$ cat config.mk
export PLATFORM = sky130hd
export DESIGN_NAME = uart_pkt_parser
export DESIGN_NICKNAME = d
export VERILOG_FILES = /design/src/rtl/uart_pkt_parser_pkg.sv /design/src/rtl/uart_pkt_parser_byte_timeout.sv /design/src/rtl/uart_pkt_parser.sv
export SDC_FILE = /design/constraint.sdc
export NUM_CORES = 1
export LEC_CHECK = 0
export ABC_AREA = 1
export BUFFER_PORTS_ARGS = -buffer_cell sky130_fd_sc_hd__buf_2
export CAP_MARGIN = 5
export CORE_MARGIN = 2
export CORE_UTILIZATION = 45
export DETAILED_ROUTE_END_ITERATION = 16
export PLACE_DENSITY = 0.67
export SLEW_MARGIN = 15
export SYNTH_ARGS = -nofsm -noshare
export SYNTH_HDL_FRONTEND = slang
export SYNTH_SLANG_ARGS = --single-unit
$ cat constraint.sdc
create_clock -name clk_100 -period 1.3 [get_ports clk_100]
set_input_delay 0.13 -clock clk_100 [delete_from_list [all_inputs] [get_ports clk_100]]
set_output_delay 0.13 -clock clk_100 [all_outputs]
set_load 0.05 [all_outputs]
$ cat src/rtl/uart_pkt_parser_pkg.sv
// Shared definitions for the UART packet parser: framing defaults, timeout
// derivation and FSM state encoding.
package uart_pkt_parser_pkg;

  localparam logic [7:0]  DEFAULT_PREFIX = 8'hDD;
  localparam int unsigned SYS_CLK = 100_000_000;
  // Allowed inter-byte gap inside a packet: 1 ms of system clock.
  localparam int unsigned DEFAULT_TIMEOUT_CYC = SYS_CLK / 1000;
  localparam int unsigned TIMEOUT_W = 17;

  typedef enum logic [2:0] {
    StIdle = 3'd0,
    StAddr = 3'd1,
    StLen  = 3'd2,
    StData = 3'd3,
    StCrc  = 3'd4
  } state_e;

endpackage

$ cat src/rtl/uart_pkt_parser_byte_timeout.sv
// Inter-byte timeout counter: cleared on every accepted byte, counts while enabled and
// flags the terminal count.
module byte_timeout
  import uart_pkt_parser_pkg::*;
#(
  parameter int unsigned TIMEOUT_CYC = DEFAULT_TIMEOUT_CYC
) (
  input  logic clk_100,
  input  logic n_rst,
  input  logic clear,
  input  logic enable,
  output logic expired
);

  localparam logic [TIMEOUT_W-1:0] TermCount = TIMEOUT_W'(TIMEOUT_CYC - 1);

  logic [TIMEOUT_W-1:0] count_q;

  always_ff @(posedge clk_100 or negedge n_rst) begin
    if (!n_rst) begin
      count_q <= '0;
    end else if (clear) begin
      count_q <= '0;
    end else if (enable && (count_q != TermCount)) begin
      count_q <= count_q + 1'b1;
    end
  end

  assign expired = enable && (count_q == TermCount);

endmodule

$ cat src/rtl/uart_pkt_parser.sv
// Frames UART bytes into prefix/addr/len/payload/crc packets and streams the payload
// tagged with a 7-bit destination address.
module uart_pkt_parser
  import uart_pkt_parser_pkg::*;
#(
  parameter logic [7:0]  PREFIX      = DEFAULT_PREFIX,
  parameter bit          CHECK_CRC   = 1'b0,
  parameter int unsigned TIMEOUT_CYC = DEFAULT_TIMEOUT_CYC
) (
  input  logic       clk_100,
  input  logic       n_rst,
  input  logic [7:0] rx_data,
  input  logic       rx_valid,
  output logic [6:0] addr,
  output logic [7:0] data,
  output logic       data_valid,
  output logic       data_last,
  output logic       pkt_ok,
  output logic       pkt_err
);

  state_e     state_q, state_d;
  logic [6:0] addr_q, addr_d;
  logic [7:0] data_q, data_d;
  logic [7:0] cnt_q, cnt_d;
  logic [7:0] crc_q, crc_d;
  logic       dv_q, dv_d, dl_q, dl_d, ok_q, ok_d, err_q, err_d;
  logic       expired;

  // Counter is held clear in IDLE so it always starts from zero inside a packet.
  byte_timeout #(
    .TIMEOUT_CYC(TIMEOUT_CYC)
  ) u_byte_timeout (
    .clk_100(clk_100),
    .n_rst  (n_rst),
    .clear  (rx_valid || (state_q == StIdle)),
    .enable (state_q != StIdle),
    .expired(expired)
  );

  always_ff @(posedge clk_100 or negedge n_rst) begin
    if (!n_rst) begin
      state_q <= StIdle;
      addr_q  <= '0;
      data_q  <= '0;
      cnt_q   <= '0;
      crc_q   <= '0;
      dv_q    <= 1'b0;
      dl_q    <= 1'b0;
      ok_q    <= 1'b0;
      err_q   <= 1'b0;
    end else begin
      state_q <= state_d;
      addr_q  <= addr_d;
      data_q  <= data_d;
      cnt_q   <= cnt_d;
      crc_q   <= crc_d;
      dv_q    <= dv_d;
      dl_q    <= dl_d;
      ok_q    <= ok_d;
      err_q   <= err_d;
    end
  end

  always_comb begin
    state_d = state_q;
    addr_d  = addr_q;
    data_d  = data_q;
    cnt_d   = cnt_q;
    crc_d   = crc_q;
    dv_d    = 1'b0;
    dl_d    = 1'b0;
    ok_d    = 1'b0;
    err_d   = 1'b0;
    // A byte arriving on the terminal count takes priority over the timeout.
    if (rx_valid) begin
      unique case (state_q)
        StIdle: begin
          if (rx_data == PREFIX) state_d = StAddr;
        end
        StAddr: begin
          addr_d  = rx_data[6:0];
          crc_d   = rx_data;
          state_d = StLen;
        end
        StLen: begin
          cnt_d = rx_data;
          crc_d = crc_q ^ rx_data;
          if (rx_data == 8'd0) begin
            err_d   = 1'b1;
            state_d = StIdle;
          end else begin
            state_d = StData;
          end
        end
        StData: begin
          data_d = rx_data;
          dv_d   = 1'b1;
          crc_d  = crc_q ^ rx_data;
          cnt_d  = cnt_q - 8'd1;
          if (cnt_q == 8'd1) begin
            dl_d    = 1'b1;
            state_d = StCrc;
          end
        end
        StCrc: begin
          if (!CHECK_CRC || (rx_data == crc_q)) ok_d = 1'b1;
          else                                  err_d = 1'b1;
          state_d = StIdle;
        end
        default: state_d = StIdle;
      endcase
    end else if (expired) begin
      err_d   = 1'b1;
      state_d = StIdle;
    end
  end

  assign addr       = addr_q;
  assign data       = data_q;
  assign data_valid = dv_q;
  assign data_last  = dl_q;
  assign pkt_ok     = ok_q;
  assign pkt_err    = err_q;

endmodule

==> run metrics, run 1 <==
Top FF cell, synth dfrtp_1; drt first pass iters 5; Worst-path clk slew 100 ps; HPWL Detailed 4380 microns; vias in the first global route 2,243; Yosys cell types 33; largest net degree at the start of global routing 48; Hold/Removal Path Class primary input to flop; Antenna Nets Post-Route 0; Worst Tran Pin Value 333 ps; fin worst setup slack -79.6 ps; Root Buffer clkbuf_8; kind of critical path flop to flop; Seq/Total Area, Yosys 47.3%; initial DRC count 124; Skew-Pair Late Insertion Delay 310 ps; failing checks setup timing; first-pass GRT wire length 10,300 microns; Max Transition Viols Final 0; drc violations 0; cell taking the most area after synthesis dfrtp_1; GPL Wtd Cong 0.874; top cell type's share of synthesized area 47.3%; fin crit share 106%; Total Routed Length 6220 microns; antenna violations before repair 0; FMAX 0.725 GHz; Async S/R FF share, synth 100%; Slew Limit Headroom 77.6%; deepest clock path buffer count 2; core box area 0.00544 sq mm; CP Data Arrival Time 1600 ps; status finished, violations left; die height 78.4 microns; number of antenna diodes 0; final hold violation count 0; most frequent cells in the layout nand2_1, dfrtp_1, buf_4, inv_1; Lkg Pwr 1.69 nW; # nets final 408; # port buffers 29; gr ovfl total 0; All-Layer GR Usage 21.1%; RSZ-0062 raised after global routing yes; most common cell after layout, fill and taps aside nand2_1; post-synthesis cell area 0.00249 sq mm; PwrDens 1880 mW/mm^2; # IOs 30; via count 2,371; average wire per cell in the routed design 13.3 microns; yosys warns 0; CTS tree built; CP Capture Type flop; H-tree levels 2; skew final 10.4 ps; Max VDD drop 0.00140 V; Setup-failing EPs final 13; cell count after synthesis 313; max_cap viols 0; layout cells sized above 1 36.7%; die width 78.4 microns; die area 0.00614 sq mm; Synth Area per Inst 7.95 sq um; Worst EP required 1520 ps; clock sinks 47; total CTS buffers 5; Fin Hold WS 113 ps; number of synthesized flops with an enable pin 0; Row Count 27; Startpoint Class flop; flop and latch count out of synthesis 47; Syn Nets 327; Max FO, Critical Path 10; ranking of synthesized cells by area dfrtp_1, nand2_1, inv_1; Sum Neg Setup Slack -517 ps; crit path time final 1380 ps; Area Growth Syn to Fin 35.3%; Starting Density 45.8%; post-DR vias/cell 5.08
final timing paths:
check	cells past startpoint	slack [ps]	startpoint	to
min in group asynchronous	3	320	n_rst	data_valid$_DFF_PN0_
worst min-delay path	3	110	rx_data[2]	data[2]$_DFFE_PN0P_
worst max-delay path	7	-80	state_q[0]$_DFFE_PN0P_	state_q[0]$_DFFE_PN0P_
worst min register to register	2	480	cnt_q[7]$_DFFE_PN0P_	cnt_q[7]$_DFFE_PN0P_
max in group asynchronous	3	750	n_rst	cnt_q[3]$_DFFE_PN0P_
worst max register to register	7	-80	state_q[0]$_DFFE_PN0P_	state_q[0]$_DFFE_PN0P_
report_power, final:
| group | leakage, nW | switching [W] | internal (W) |
|---|---|---|---|
| Sequential | 0.616 | 0.000251 | 0.00185 |
| Clock | 0.0491 | 0.000550 | 0.000396 |
| Combinational | 1.02 | 0.00212 | 0.00116 |
| Total | 1.69 | 0.00292 | 0.00341 |
what timing repair did:
item	CTS	global route
buffers inserted	5	5
pin swaps	4	21
setup endpoints to repair	20	37
gates resized for setup	11	61
cloned	0	1
hold endpoints to repair	47	0
hold buffers	1	0
cell usage after synthesis (all sizes together), types with 3 or more instances:
master and count:
dfrtp 47, nor2 40, nor3 7, ha 3, xor2 3, o211ai 3, buf 4, nand3 21
nand2 71, nand4 8, o21ai 37, a21oi 15, inv 46
through the flow:
step | std cells | total power, W | util (%) | instance area, sq um | worst slack [ps]
CTS | 463 | 0.00602 | 58.5 | 3180 | -42.5
global route | 467 | 0.00678 | 61.9 | 3370 | -200
finish | 467 | 0.00633 | 61.9 | 3370 | -79.6
floorplan | 313 | 0.00402 | - | 2490 | 34.5
global placement | 449 | 0.00486 | 55.3 | 3010 | -40.9
detailed placement | 449 | 0.00491 | 55.3 | 3010 | -69.7
critical path: stages (launching register included):
cell and delay, ps:
dfrtp_1 440, nor2_2 50, buf_4 130, a21oi_4 130
buf_12 150, nand4_4 190, nand3_1 120, nand2_1 50
final cells by class:
cell class / instances / area (sq um)
fill: 484 / 2070
multi-input combinational: 215 / 1250
sequential: 47 / 1180
timing repair buffer: 77 / 556
inverter: 47 / 190
tap: 72 / 90.1
clock buffer: 5 / 68.8
clock inverter: 3 / 26.3
timing repair inverter: 1 / 7.51
per-layer routing:
metal | GRT usage (%) | wire length (microns) | vias up
met3 | 4.83 | 336 | 7
met2 | 34.7 | 3150 | 71
met4 | 6.32 | 65 | 0
li1 | - | - | 1180
met5 | 0 | 0 | -
met1 | 27.9 | 2670 | 1113
flip-flops by register name, summed over array words and instances (netlist names):
signal and cells:
data 8, u_byte_timeout.count_q 17, addr 7, data_last 1, pkt_ok 1, data_valid 1
pkt_err 1, cnt_q 8, state_q 3
cells by family (layout without fill, tap and decap cells):
group	Yosys count	in the layout	synth area share, %
AOI/OAI and AO/OA	59	59	14.0
xor gates and xnor gates	4	4	1.41
adders and majority gates	3	3	1.51
buffers and inverters	51	133	8.55
DFF	47	47	47.3
and+or+nand+nor	149	149	27.3
Note: power is estimated with default switching activity, not from simulation.
==> inputs of run 2 (changes only) <==
--- a/config.mk
+++ b/config.mk
@@ -6,12 +6,11 @@
 export NUM_CORES = 1
 export LEC_CHECK = 0
 export ABC_AREA = 1
-export BUFFER_PORTS_ARGS = -buffer_cell sky130_fd_sc_hd__buf_2
+export BUFFER_PORTS_ARGS = -buffer_cell sky130_fd_sc_hd__buf_4
 export CAP_MARGIN = 5
 export CORE_MARGIN = 2
-export CORE_UTILIZATION = 45
+export CORE_UTILIZATION = 35
 export DETAILED_ROUTE_END_ITERATION = 16
-export PLACE_DENSITY = 0.67
 export SLEW_MARGIN = 15
 export SYNTH_ARGS = -nofsm -noshare
 export SYNTH_HDL_FRONTEND = slang
==> run metrics, run 2 (same netlist as run 1, synthesis figures left out) <==
status finished, violations left; failing checks setup timing; Root Buffer clkbuf_8; hold depth 3 (unchanged); CTS tree built; most frequent cells in the layout nand2_1, buf_4, dfrtp_1, inv_1, nor2_1; # port buffers 29 (unchanged); total CTS buffers 5 (unchanged); crit path time final 1350 ps (-24.8 ps); Post-Route Utilization 50.2% (-12 points); CP Capture Type flop; drc violations 0 (unchanged); HP Start rx_data[7]; CP Data Arrival Time 1570 ps (-30 ps); gr ovfl total 0 (unchanged); max_cap viols 0 (unchanged); fillers 665 (+37%); Hold/Removal Path Class primary input to flop; Slew Limit Headroom 59.1% (-19 points); Placed Area 0.00304 sq mm (+1.2%); die area 0.00780 sq mm (+27%); Critical Path Source u_byte_timeout.count_q[1]$_DFFE_PN0P_; PwrDens 1850 mW/mm^2 (-1.8%); antenna violations before repair 0 (unchanged); fin crit share 104% (-1.9 points); first-pass GRT wire length 10,700 microns (+3.8%); start of the worst register-to-register path u_byte_timeout.count_q[1]$_DFFE_PN0P_; max reg flops 17 (unchanged); total power 0.00633 W (about the same); FMAX 0.738 GHz (+1.8%); drt first pass iters 4 (-1); fin worst setup slack -54.8 ps (+24.8 ps); pre-CTS setup slack -70.7 ps (-1.03 ps); H-tree levels 2 (unchanged); layout cells sized above 1 35.6% (-1.1 points); most common cell after layout, fill and taps aside nand2_1; Max VDD drop 0.00115 V (-18%); number of antenna diodes 0 (unchanged); clock sinks 47 (unchanged); vias in the first global route 2,281 (+1.7%); Top reg by flops u_byte_timeout.count_q; skew final 8.75 ps (-1.69 ps); cell area after layout 0.00343 sq mm (+1.9%); Area Growth Syn to Fin 37.9%; via count 2,289 (-3.5%); Setup-failing EPs final 7 (-6); # nets final 401 (-1.7%); initial DRC count 108 (-13%); Worst-path clk slew 100 ps (about the same); All-Layer GR Usage 17.6% (-3.5 points); final hold violation count 0 (unchanged); Worst EP required 1510 ps (about the same); R2R depth 9 (+2); Max FO, Critical Path 3 (-7); Antenna Nets Post-Route 0 (unchanged); post-DR vias/cell 4.73 (-6.8%); core box area 0.00683 sq mm (+26%); # IOs 30 (unchanged); Total Routed Length 6430 microns (+3.3%); die width 88.3 microns (+13%); HPWL Detailed 4410 microns (+0.83%); GPL Wtd Cong 0.894 (+2.3%); average wire per cell in the routed design 13.3 microns (-0.29%); die height 88.3 microns (+13%); Starting Density 36.4% (-9.3 points); RSZ-0062 raised after global routing yes; Lkg Pwr 1.65 nW (-2.1%); Worst Tran Pin Value 614 ps (+282 ps); Max Transition Viols Final 0 (unchanged); largest net degree at the start of global routing 48 (unchanged); Startpoint Class flop; Skew-Pair Late Insertion Delay 310 ps (about the same); Row Count 30 (+11%); deepest clock path buffer count 2 (unchanged); kind of critical path flop to flop
run 2: worst max-delay path, stage by stage (launching register included):
cell     delay, ps
dfrtp_1        430
ha_4           170
nand2_4         60
inv_2           60
nand2_2         70
buf_4          150
nor2_4          80
nand3_2         80
nand4_1        110
inv_1           50
run 2: metal layers:
layer	GRT usage, %	up-vias	routed length [microns]
met2	28.7	47	3150
met5	0	-	0
li1	-	1165	-
met4	5.23	0	69
met3	3.73	7	239
met1	23.7	1070	2960
run 2: repair_timing:
item,CTS,global route
endpoints found under the setup margin,21,35
cloned,0,1
hold endpoints to repair,47,0
hold buffers,1,0
resized for setup,26,44
pin swaps,8,16
setup buffers,5,4
run 2: final timing paths:
check	endpoint	slack, ps
setup / recovery	u_byte_timeout.count_q[5]$_DFFE_PN0P_	-50
hold reg to reg	cnt_q[7]$_DFFE_PN0P_	490
min in group asynchronous	u_byte_timeout.count_q[13]$_DFFE_PN0P_	370
max in group asynchronous	state_q[0]$_DFFE_PN0P_	480
setup reg to reg	u_byte_timeout.count_q[5]$_DFFE_PN0P_	-50
hold / removal	data[7]$_DFFE_PN0P_	110
run 2: final cells by class:
| class | instances | area (sq um) | area share (%) |
|---|---|---|---|
| Multi-Input combinational cell | 215 | 1270 | 37.1 |
| Sequential cell | 47 | 1180 | 34.4 |
| Timing Repair Buffer | 71 | 577 | 16.8 |
| Inverter | 47 | 184 | 5.36 |
| Tap cell | 96 | 120 | 3.50 |
| Clock buffer | 5 | 68.8 | 2.01 |
| Clock inverter | 3 | 27.5 | 0.802 |
run 2: report_power, final:
group          internal [W]  switching (W)
Clock              0.000400       0.000583
Combinational       0.00117        0.00204
Sequential          0.00186       0.000283
Total               0.00343        0.00290
run 2: through the flow:
step	cells	setup TNS, ps	hold slack (ps)
floorplan	313	0	-166
global placement	466	-456	189
detailed placement	466	-464	196
CTS	479	-40.1	101
global route	484	-1690	111
finish	484	-229	108
